<file path="src/rtl/dmem_access_ctrl.sv">
// Memory-stage access sequencer: drives one load/store at a time onto a req/gnt/rvalid
// data-memory port, stalls the pipeline until the access completes, and flags misalignment/timeout.
module dmem_access_ctrl #(
    parameter int unsigned TIMEOUT_CYCLES = 64
) (
    input  logic        clk_i,
    input  logic        reset_i,
    input  logic        mem_read_m_i,
    input  logic        mem_write_m_i,
    input  logic [31:0] addr_m_i,
    input  logic [31:0] write_data_m_i,
    input  logic [2:0]  width_src_m_i,
    output logic        dmem_req_o,
    output logic        dmem_we_o,
    output logic [31:0] dmem_addr_o,
    output logic [31:0] dmem_wdata_o,
    output logic [3:0]  dmem_be_o,
    input  logic        dmem_gnt_i,
    input  logic        dmem_rvalid_i,
    input  logic [31:0] dmem_rdata_i,
    output logic [31:0] read_data_m_o,
    output logic        stall_m_o,
    output logic        err_o
);

    // Width codes shared with the load-reduce logic; the _U variants are zero-extending loads.
    localparam logic [2:0] WIDTH_BYTE   = 3'b000;
    localparam logic [2:0] WIDTH_HALF   = 3'b001;
    localparam logic [2:0] WIDTH_BYTE_U = 3'b100;
    localparam logic [2:0] WIDTH_HALF_U = 3'b101;

    localparam int unsigned      CNT_W    = $clog2(TIMEOUT_CYCLES + 1);
    localparam logic [CNT_W-1:0] CNT_LAST = CNT_W'(TIMEOUT_CYCLES - 1);

    typedef enum logic [1:0] {
        S_IDLE,
        S_REQ,
        S_WAIT,
        S_DONE
    } state_t;

    state_t           state_q;
    state_t           state_d;
    logic [CNT_W-1:0] cnt_q;
    logic             is_byte;
    logic             is_half;
    logic [1:0]       byte_off;
    logic             aligned;
    logic             access;
    logic             start;
    logic             misaligned;
    logic             timeout_hit;
    logic             capture;
    logic             abort;
    logic             in_bus_q;
    logic             in_bus_d;
    logic [3:0]       be_next;

    // NOTE: every signal assigned in an always_comb gets a default first, so no path can infer a latch.
    always_comb begin
        is_byte = 1'b0;
        is_half = 1'b0;
        case (width_src_m_i)
            WIDTH_BYTE, WIDTH_BYTE_U: is_byte = 1'b1;
            WIDTH_HALF, WIDTH_HALF_U: is_half = 1'b1;
            default: ;
        endcase
    end

    assign byte_off    = addr_m_i[1:0];
    assign aligned     = is_byte || (is_half && !byte_off[0]) || (!is_byte && !is_half && byte_off == 2'b00);
    assign access      = mem_read_m_i || mem_write_m_i;
    assign start       = (state_q == S_IDLE) && access && aligned;
    assign misaligned  = (state_q == S_IDLE) && access && !aligned;
    assign be_next     = is_byte ? (4'b0001 << byte_off) : (is_half ? (4'b0011 << byte_off) : 4'b1111);
    assign timeout_hit = (cnt_q == CNT_LAST);
    assign in_bus_q    = (state_q == S_REQ) || (state_q == S_WAIT);
    assign in_bus_d    = (state_d == S_REQ) || (state_d == S_WAIT);

    // NOTE: sequential state uses non-blocking assignments so every flop samples pre-edge values.
    always_ff @(posedge clk_i or negedge reset_i) begin
        if (!reset_i) begin
            state_q <= S_IDLE;
        end else begin
            state_q <= state_d;
        end
    end

    // A completing handshake in the final allowed cycle still wins over the timeout.
    always_comb begin
        state_d = state_q;
        capture = 1'b0;
        abort   = 1'b0;
        case (state_q)
            S_IDLE: begin
                if (start) begin
                    state_d = S_REQ;
                end
            end
            S_REQ: begin
                if (dmem_gnt_i && (dmem_we_o || dmem_rvalid_i)) begin
                    state_d = S_DONE;
                    capture = !dmem_we_o;
                end else if (timeout_hit) begin
                    state_d = S_DONE;
                    abort   = 1'b1;
                end else if (dmem_gnt_i) begin
                    state_d = S_WAIT;
                end
            end
            S_WAIT: begin
                if (dmem_rvalid_i) begin
                    state_d = S_DONE;
                    capture = 1'b1;
                end else if (timeout_hit) begin
                    state_d = S_DONE;
                    abort   = 1'b1;
                end
            end
            S_DONE: state_d = S_IDLE;
            default: state_d = S_IDLE;
        endcase
    end

    always_comb begin
        dmem_req_o = (state_q == S_REQ);
        stall_m_o  = start || in_bus_q;
    end

    always_ff @(posedge clk_i or negedge reset_i) begin
        if (!reset_i) begin
            cnt_q <= '0;
        end else if (in_bus_q && in_bus_d) begin
            cnt_q <= cnt_q + 1'b1;
        end else begin
            cnt_q <= '0;
        end
    end

    // Request fields are frozen at acceptance so they stay stable while waiting for gnt.
    always_ff @(posedge clk_i or negedge reset_i) begin
        if (!reset_i) begin
            dmem_we_o    <= 1'b0;
            dmem_addr_o  <= '0;
            dmem_wdata_o <= '0;
            dmem_be_o    <= '0;
        end else if (start) begin
            dmem_we_o    <= mem_write_m_i;
            dmem_addr_o  <= {addr_m_i[31:2], 2'b00};
            dmem_wdata_o <= write_data_m_i << {byte_off, 3'b000};
            dmem_be_o    <= be_next;
        end
    end

    always_ff @(posedge clk_i or negedge reset_i) begin
        if (!reset_i) begin
            read_data_m_o <= '0;
            err_o         <= 1'b0;
        end else begin
            err_o <= misaligned || abort;
            if (capture) begin
                read_data_m_o <= dmem_rdata_i;
            end else if (abort) begin
                read_data_m_o <= '0;
            end
        end
    end

endmodule
</file>
<file path="config.mk">
export PLATFORM = sky130hd
export DESIGN_NAME = dmem_access_ctrl
export DESIGN_NICKNAME = d
export VERILOG_FILES = /design/src/rtl/dmem_access_ctrl.sv
export SDC_FILE = /design/constraint.sdc
export NUM_CORES = 1
export LEC_CHECK = 0
export CELL_PAD_IN_SITES_DETAIL_PLACEMENT = 2
export CELL_PAD_IN_SITES_GLOBAL_PLACEMENT = 2
export CORE_MARGIN = 10
export CORE_UTILIZATION = 36
export CTS_CLUSTER_DIAMETER = 30
export DETAILED_ROUTE_END_ITERATION = 8
export DONT_BUFFER_PORTS = 1
export GPL_TIMING_DRIVEN = 0
export PLACE_DENSITY_LB_ADDON = 0.1
export SYNTH_ARGS = -nofsm -noshare
export SYNTH_HDL_FRONTEND = slang
export SYNTH_SLANG_ARGS = --single-unit
</file>
<file path="constraint.sdc">
create_clock -name clk_i -period 3.93 [get_ports clk_i]
set_clock_uncertainty 0.05 [all_clocks]
set_input_delay 0.9825 -clock clk_i [delete_from_list [all_inputs] [get_ports clk_i]]
set_output_delay 0.9825 -clock clk_i [all_outputs]
set_load 0.005 [all_outputs]
</file>
==> results.yml, run 1 <==
placement:
  hpwlAfterDp_um: 12200
  place.gp.congestion: 0.769
  port-buffer-count: 0
  place_inst: 663
  dpl_cell_area_mm2: 0.00501
worst_setup_path:
  path_cells: "clkbuf_2, inv_1, ha_1, nand2b_1, nand3_1, clkbuf_1, nand2b_1"
  crit_fanout: 19
  crit_family: "buffers and inverters"
  reg2reg_depth: 8
  r2r_end: "read_data_m_o[5]"
  worstPathArrival_ps: 2680
  end_kind: "primary output"
  r2r_start: "state_q[1]"
  crit_cells: 7
  max_stage_delay_ps: 450
  cp.buffers_inverters: 3
  r2r_slack_ps: 1400
  worst_ep_required_time_ps: 2900
  start_kind: "primary input"
  crit_path_frequent_cell: "nand2b_1"
  cpMaxStageDelayCell: "clkbuf_1"
  worstSetupPathType: "in2out"
routing:
  drcViolationCount: 0
  routed_wl_um: 15700
  detail-route-antenna-nets: 0
  drtPass1Iterations: 4
  drt_iter0_markers: 133
  wire_per_inst_um: 23.1
  viasPerCell: 5.34
  vias: 3619
synth:
  synth_cell_types: 34
  syn_avg_cell_area_um2: 9.86
  synth_top_area_cell: "dfrtp_1"
  synth_top_cell_area_share: 0.569
  synthCells: 486
  yosysSeqAreaShare: 0.569
  synthArstFlopShare: 1.00
  synth_edf_count: 0
  syn_area_mm2: 0.00479
  synth-seq-cells: 109
  synth_ff_type: "dfrtp_1"
  yosysWarnings: 0
  synth_area_leaders: "dfrtp_1, nand2_1, a22o_1"
  yosysMostFrequentCell: "nand2_1"
  synth_common_cells: "nand2_1, dfrtp_1, a22o_1"
die:
  core-area_mm2: 0.0131
  rows: 42
  die_h_um: 135
  dieArea_mm2: 0.0183
  start_util: 0.365
  die_w_um: 135
  io_pins: 209
pwr:
  power_frac_seq: 0.512
  power.internal_mw: 2.50
  power.static_leakage_nw: 2.59
  p_comb_frac: 0.269
  pwr-share-clk: 0.220
  netSwitchingFraction: 0.381
  ir_worst_vdd_mv: 0.231
  p_sw_mw: 1.54
  power.density_mw_per_mm2: 762
layout:
  design_area_mm2: 0.00529
  finalNetCount: 611
  syn_to_final_growth_pct: 10.5
  fillers: 1449
  num_antenna_cells: 0
  final_cells: 678
  layout-drive-gt1-share: 0.0637
clocking:
  clk_latency_ps: 350
  cts_root_buf: "clkbuf_16"
  cts_tree: "yes"
  cts.clk_slew.worst_paths_ps: 70
  clock_sinks: 109
  htreeDepth: 3
  numCtsBuffers: 9
  post_cts_buffers: 0
  cts_hold_buf: 0
  clockBufferDepth: 2
sta:
  min_period_ps: 3710
  worst_slew_pin_slew_ps: 660
  finalHoldViolations: 0
  setup_tns_ps: 0
  setup_viol_count_final: 0
  fin_crit_sh: 0.945
  holdWs_ps: 273
  maxSlewViolCount: 0
  rsz0062_at_grt: "false"
  relSlewSlack: 0.559
  max_freq_ghz: 0.269
worst_hold_path:
  hold_path.class: "in2async"
grt:
  grt_pass1_wl_um: 24100
  gr-total-overflow: 0
  grtUsageTotal: 0.170
  grt_max_degree: 110
  grt_pass1_vias: 4027
  antenna_found_initial: 0
job:
  drv_cap: 0
run_status:
  outcome: "complete, no violations"
worst max path at each step:
stage                endpoint        start  slack, ps
global placement    stall_m_o  addr_m_i[1]       -410
CTS                 stall_m_o  addr_m_i[1]        160
finish              stall_m_o  addr_m_i[1]        220
floorplan           stall_m_o  addr_m_i[1]        370
global route        stall_m_o  addr_m_i[1]         30
detailed placement  stall_m_o  addr_m_i[1]       -430
layout make-up:
cell class              count  area, µm²  area share
clock buffers              10        229      0.0433
multi-input cells         341       1910       0.362
inverters                   6       22.5     0.00426
clock inverters             6       52.6     0.00993
flip-flops and latches    109       2730       0.515
plain buffers              30        126      0.0239
well taps                 176        220      0.0416
state kept, by name, indices dropped and copies added (netlist names):
register and count:
err_o 1, dmem_wdata_o 32, dmem_addr_o 30, dmem_be_o 4
state_q 2, read_data_m_o 32, dmem_we_o 1, cnt_q 7
layout by cell type (no fill, tap or decap), types with 2 or more instances in the layout:
cell type	count
nand2_1	163
a22o_1	32
o21ai_0	13
mux2_2	8
o31ai_1	8
clkbuf_1	26
clkbuf_16	9
nor2_1	27
and2b_1	2
dfrtp_1	109
nand3_1	11
a2111oi_0	2
clkbuf_2	2
buf_4	3
o21a_1	2
o211ai_1	9
clkinvlp_4	2
and3_1	2
ha_1	9
nor3_1	2
a21oi_1	16
xnor2_1	3
inv_1	6
conb_1	2
mux2i_1	16
nand2b_1	4
inv_6	3
power by group through the flow:
stage / Clock, mW / Sequential [mW] / Combinational [mW]
after floorplan: 0 / 1.91 / 0.853
after global placement: 0 / 2.10 / 1.04
after detailed placement: 0 / 2.11 / 1.11
after CTS: 0.922 / 2.10 / 1.12
after global routing: 0.963 / 2.14 / 1.27
final: 0.887 / 2.06 / 1.08
what timing repair did:
item | in CTS | in global routing
endpoints found under the setup margin | 1 | 0
resized for setup | 1 | 0
endpoints found under the hold margin | 0 | 0
worst register-to-register path: cells and delay by family (launching register included):
| family | cells | cell delay [ps] |
|---|---|---|
| compound gates | 2 | 510 |
| fa+ha+maj | 1 | 290 |
| buf+inv | 3 | 700 |
| flops | 1 | 400 |
| simple gates | 2 | 470 |
stage by stage:
step	setup slack, ps	utilization	power [mW]
floorplan	371	-	2.76
global placement	-411	0.382	3.13
detailed placement	-432	0.382	3.22
CTS	158	0.403	4.14
global route	34.3	0.403	4.37
finish	217	0.403	4.03
metal layers:
metal | track usage | vias up | part of all wire
met5 | 0 | - | 0
met4 | 0.0634 | 0 | 0.015
met3 | 0.0853 | 14 | 0.12
met2 | 0.287 | 123 | 0.51
met1 | 0.178 | 1828 | 0.36
li1 | - | 1654 | -
cell families (layout without fill, tap and decap cells):
group,count (synthesis),in the layout,share of synthesized area
xor+xnor,5,5,0.0131
mux,24,24,0.0522
compound gates,84,84,0.126
fa+ha+maj,9,9,0.0235
flops,109,109,0.569
simple gates,217,217,0.184
buf+inv,37,52,0.0316
other cells,1,2,0.000783
Note: power is estimated with default switching activity, not from simulation.
==> run 2, diff against run 1 <==
--- a/config.mk
+++ b/config.mk
@@ -5,6 +5,7 @@
 export SDC_FILE = /design/constraint.sdc
 export NUM_CORES = 1
 export LEC_CHECK = 0
+export CAP_MARGIN = 10
 export CELL_PAD_IN_SITES_DETAIL_PLACEMENT = 2
 export CELL_PAD_IN_SITES_GLOBAL_PLACEMENT = 2
 export CORE_MARGIN = 10
==> results of run 2 <==
No change in the layout: final DEF, timing and power equal those of run 1.
==> run 3, diff against run 2 <==
--- a/config.mk
+++ b/config.mk
@@ -8,7 +8,6 @@
 export CAP_MARGIN = 10
 export CELL_PAD_IN_SITES_DETAIL_PLACEMENT = 2
 export CELL_PAD_IN_SITES_GLOBAL_PLACEMENT = 2
-export CORE_MARGIN = 10
 export CORE_UTILIZATION = 36
 export CTS_CLUSTER_DIAMETER = 30
 export DETAILED_ROUTE_END_ITERATION = 8
==> run 3 against run 2 <==
Net effect:
- final area rose by 0.66%
- via count is 0.86% higher
- global-route usage is 4.8 points higher
- setup slack worse by 64 ps
- first-iteration DRC count is 8.3% higher
- power grew 1.7%
- wire length shrank 7.6%
- cell count down 0.44%
- worst hold slack lost 0.68 ps
- non-clock buffer count up 1
- clock power is 9.4% higher
- register-to-register slack worse by 30 ps
- critical path type unchanged
- critical endpoint unchanged
- largest power group unchanged
==> results.yml, run 3 (synthesis gave the netlist of run 1 again) <==
run_status:
  outcome: "complete, no violations"
sta:
  finalHoldViolations: 0
  maxSlewViolCount: 0
  worst_slew_pin_slew_ps: 709
  max_freq_ghz: 0.265
  fin_crit_sh: 0.961
  relSlewSlack: 0.527
  min_period_ps: 3780
  setup_viol_count_final: 0
  rsz0062_at_grt: "false"
pwr:
  p_comb_frac: 0.268
  ir_worst_vdd_mv: 0.269
  power.static_leakage_nw: 2.62
  p_sw_mw: 1.53
  power_frac_seq: 0.495
  pwr-share-clk: 0.236
  netSwitchingFraction: 0.372
  power.internal_mw: 2.58
  power.density_mw_per_mm2: 771
die:
  io_pins: 209
  rows: 41
  die_h_um: 117
  dieArea_mm2: 0.0138
  core-area_mm2: 0.0128
  die_w_um: 117
  start_util: 0.375
routing:
  viasPerCell: 5.41
  routed_wl_um: 14500
  drcViolationCount: 0
  wire_per_inst_um: 21.4
  drtPass1Iterations: 4
  drt_iter0_markers: 144
  detail-route-antenna-nets: 0
  vias: 3650
clocking:
  clock_sinks: 109
  post_cts_buffers: 0
  cts_hold_buf: 0
  htreeDepth: 3
  numCtsBuffers: 9
  cts_root_buf: "clkbuf_16"
  cts.clk_slew.worst_paths_ps: 70
  clk_latency_ps: 350
  cts_tree: "yes"
  clockBufferDepth: 2
  cts-resized-gates: 3
worst_hold_path:
  hold_path.class: "in2async"
grt:
  grtUsageTotal: 0.218
  grt_pass1_wl_um: 23200
  gr-total-overflow: 0
  grt_max_degree: 110
  antenna_found_initial: 0
  grt_pass1_vias: 4101
layout:
  num_antenna_cells: 0
  finalCoreUtilization: 0.417
  final_cells: 675
  finalNetCount: 612
  syn_to_final_growth_pct: 11.2
  layout_common_cells: "nand2_1, dfrtp_1, a22o_1, nor2_1, clkbuf_1"
  layout-drive-gt1-share: 0.0696
  reg_top3: "dmem_wdata_o x32, read_data_m_o x32, dmem_addr_o x30"
  final_common_cell: "nand2_1"
placement:
  place_inst: 659
  port-buffer-count: 0
  hpwlAfterDp_um: 10700
  place.gp.congestion: 0.763
worst_setup_path:
  r2r_slack_ps: 1370
  worstSetupPathType: "in2out"
  start_kind: "primary input"
  end_kind: "primary output"
  reg2reg_depth: 8
  crit_fanout: 10
  worstPathArrival_ps: 2740
  worst_ep_required_time_ps: 2900
job:
  drv_cap: 0
[run 3: changes by cell type in the layout (fill, tap and decap cells not counted), sizes merged]
cell	change
inv	-1
clkbuf	+1
bufinv	+1
[run 3: per-stage QoR]
stage | power (mW) | TNS (ps) | cell area (µm²) | hold WS [ps] | setup slack (ps)
detailed placement | 3.19 | -3960 | 5010 | 422 | -511
global route | 4.40 | 0 | 5330 | 255 | 24.9
CTS | 4.18 | 0 | 5330 | 252 | 131
floorplan | 2.76 | 0 | 4790 | 387 | 371
global placement | 3.10 | -1670 | 5010 | 406 | -454
finish | 4.10 | 0 | 5330 | 272 | 154
[run 3: final cells by class]
type	instances	area, µm²
Buffer	31	133
Clock buffer	10	239
Clock inverter	6	76.3
Fill cell	1374	7450
Inverter	6	22.5
Multi-Input combinational cell	341	1910
Sequential cell	109	2730
Tap cell	172	215
[run 3: layer usage]
layer  share of wire  routed length (µm)  GRT usage
met1            0.40                5820      0.252
met2            0.50                7220      0.374
met3           0.083                1200     0.0730
met4           0.016                 238     0.0795
met5               0                   0          0
[run 3: path summary, 6_finish.rpt]
kind / startpoint / endpoint
min in group clk_i: cnt_q[0] / cnt_q[0]
setup reg to reg: state_q[1] / read_data_m_o[30]
setup / recovery: addr_m_i[1] / stall_m_o
hold / removal: reset_i / read_data_m_o[29]
max in group asynchronous: reset_i / read_data_m_o[4]
hold reg to reg: cnt_q[0] / cnt_q[0]
[run 3: worst max-delay path, stage by stage]
cell and delay, ps:
clkbuf_2 290, clkbuf_2 330, inv_1 120, ha_1 210
nand2b_1 180, nand3_1 170, clkbuf_2 300, nand2b_1 160
[run 3: power groups by stage]
stage,clock network [mW],registers (mW),logic (mW)
finish,0.970,2.03,1.10
global route,1.03,2.09,1.28
CTS,0.997,2.05,1.14
detailed placement,0,2.06,1.13
global placement,0,2.05,1.05
floorplan,0,1.91,0.853
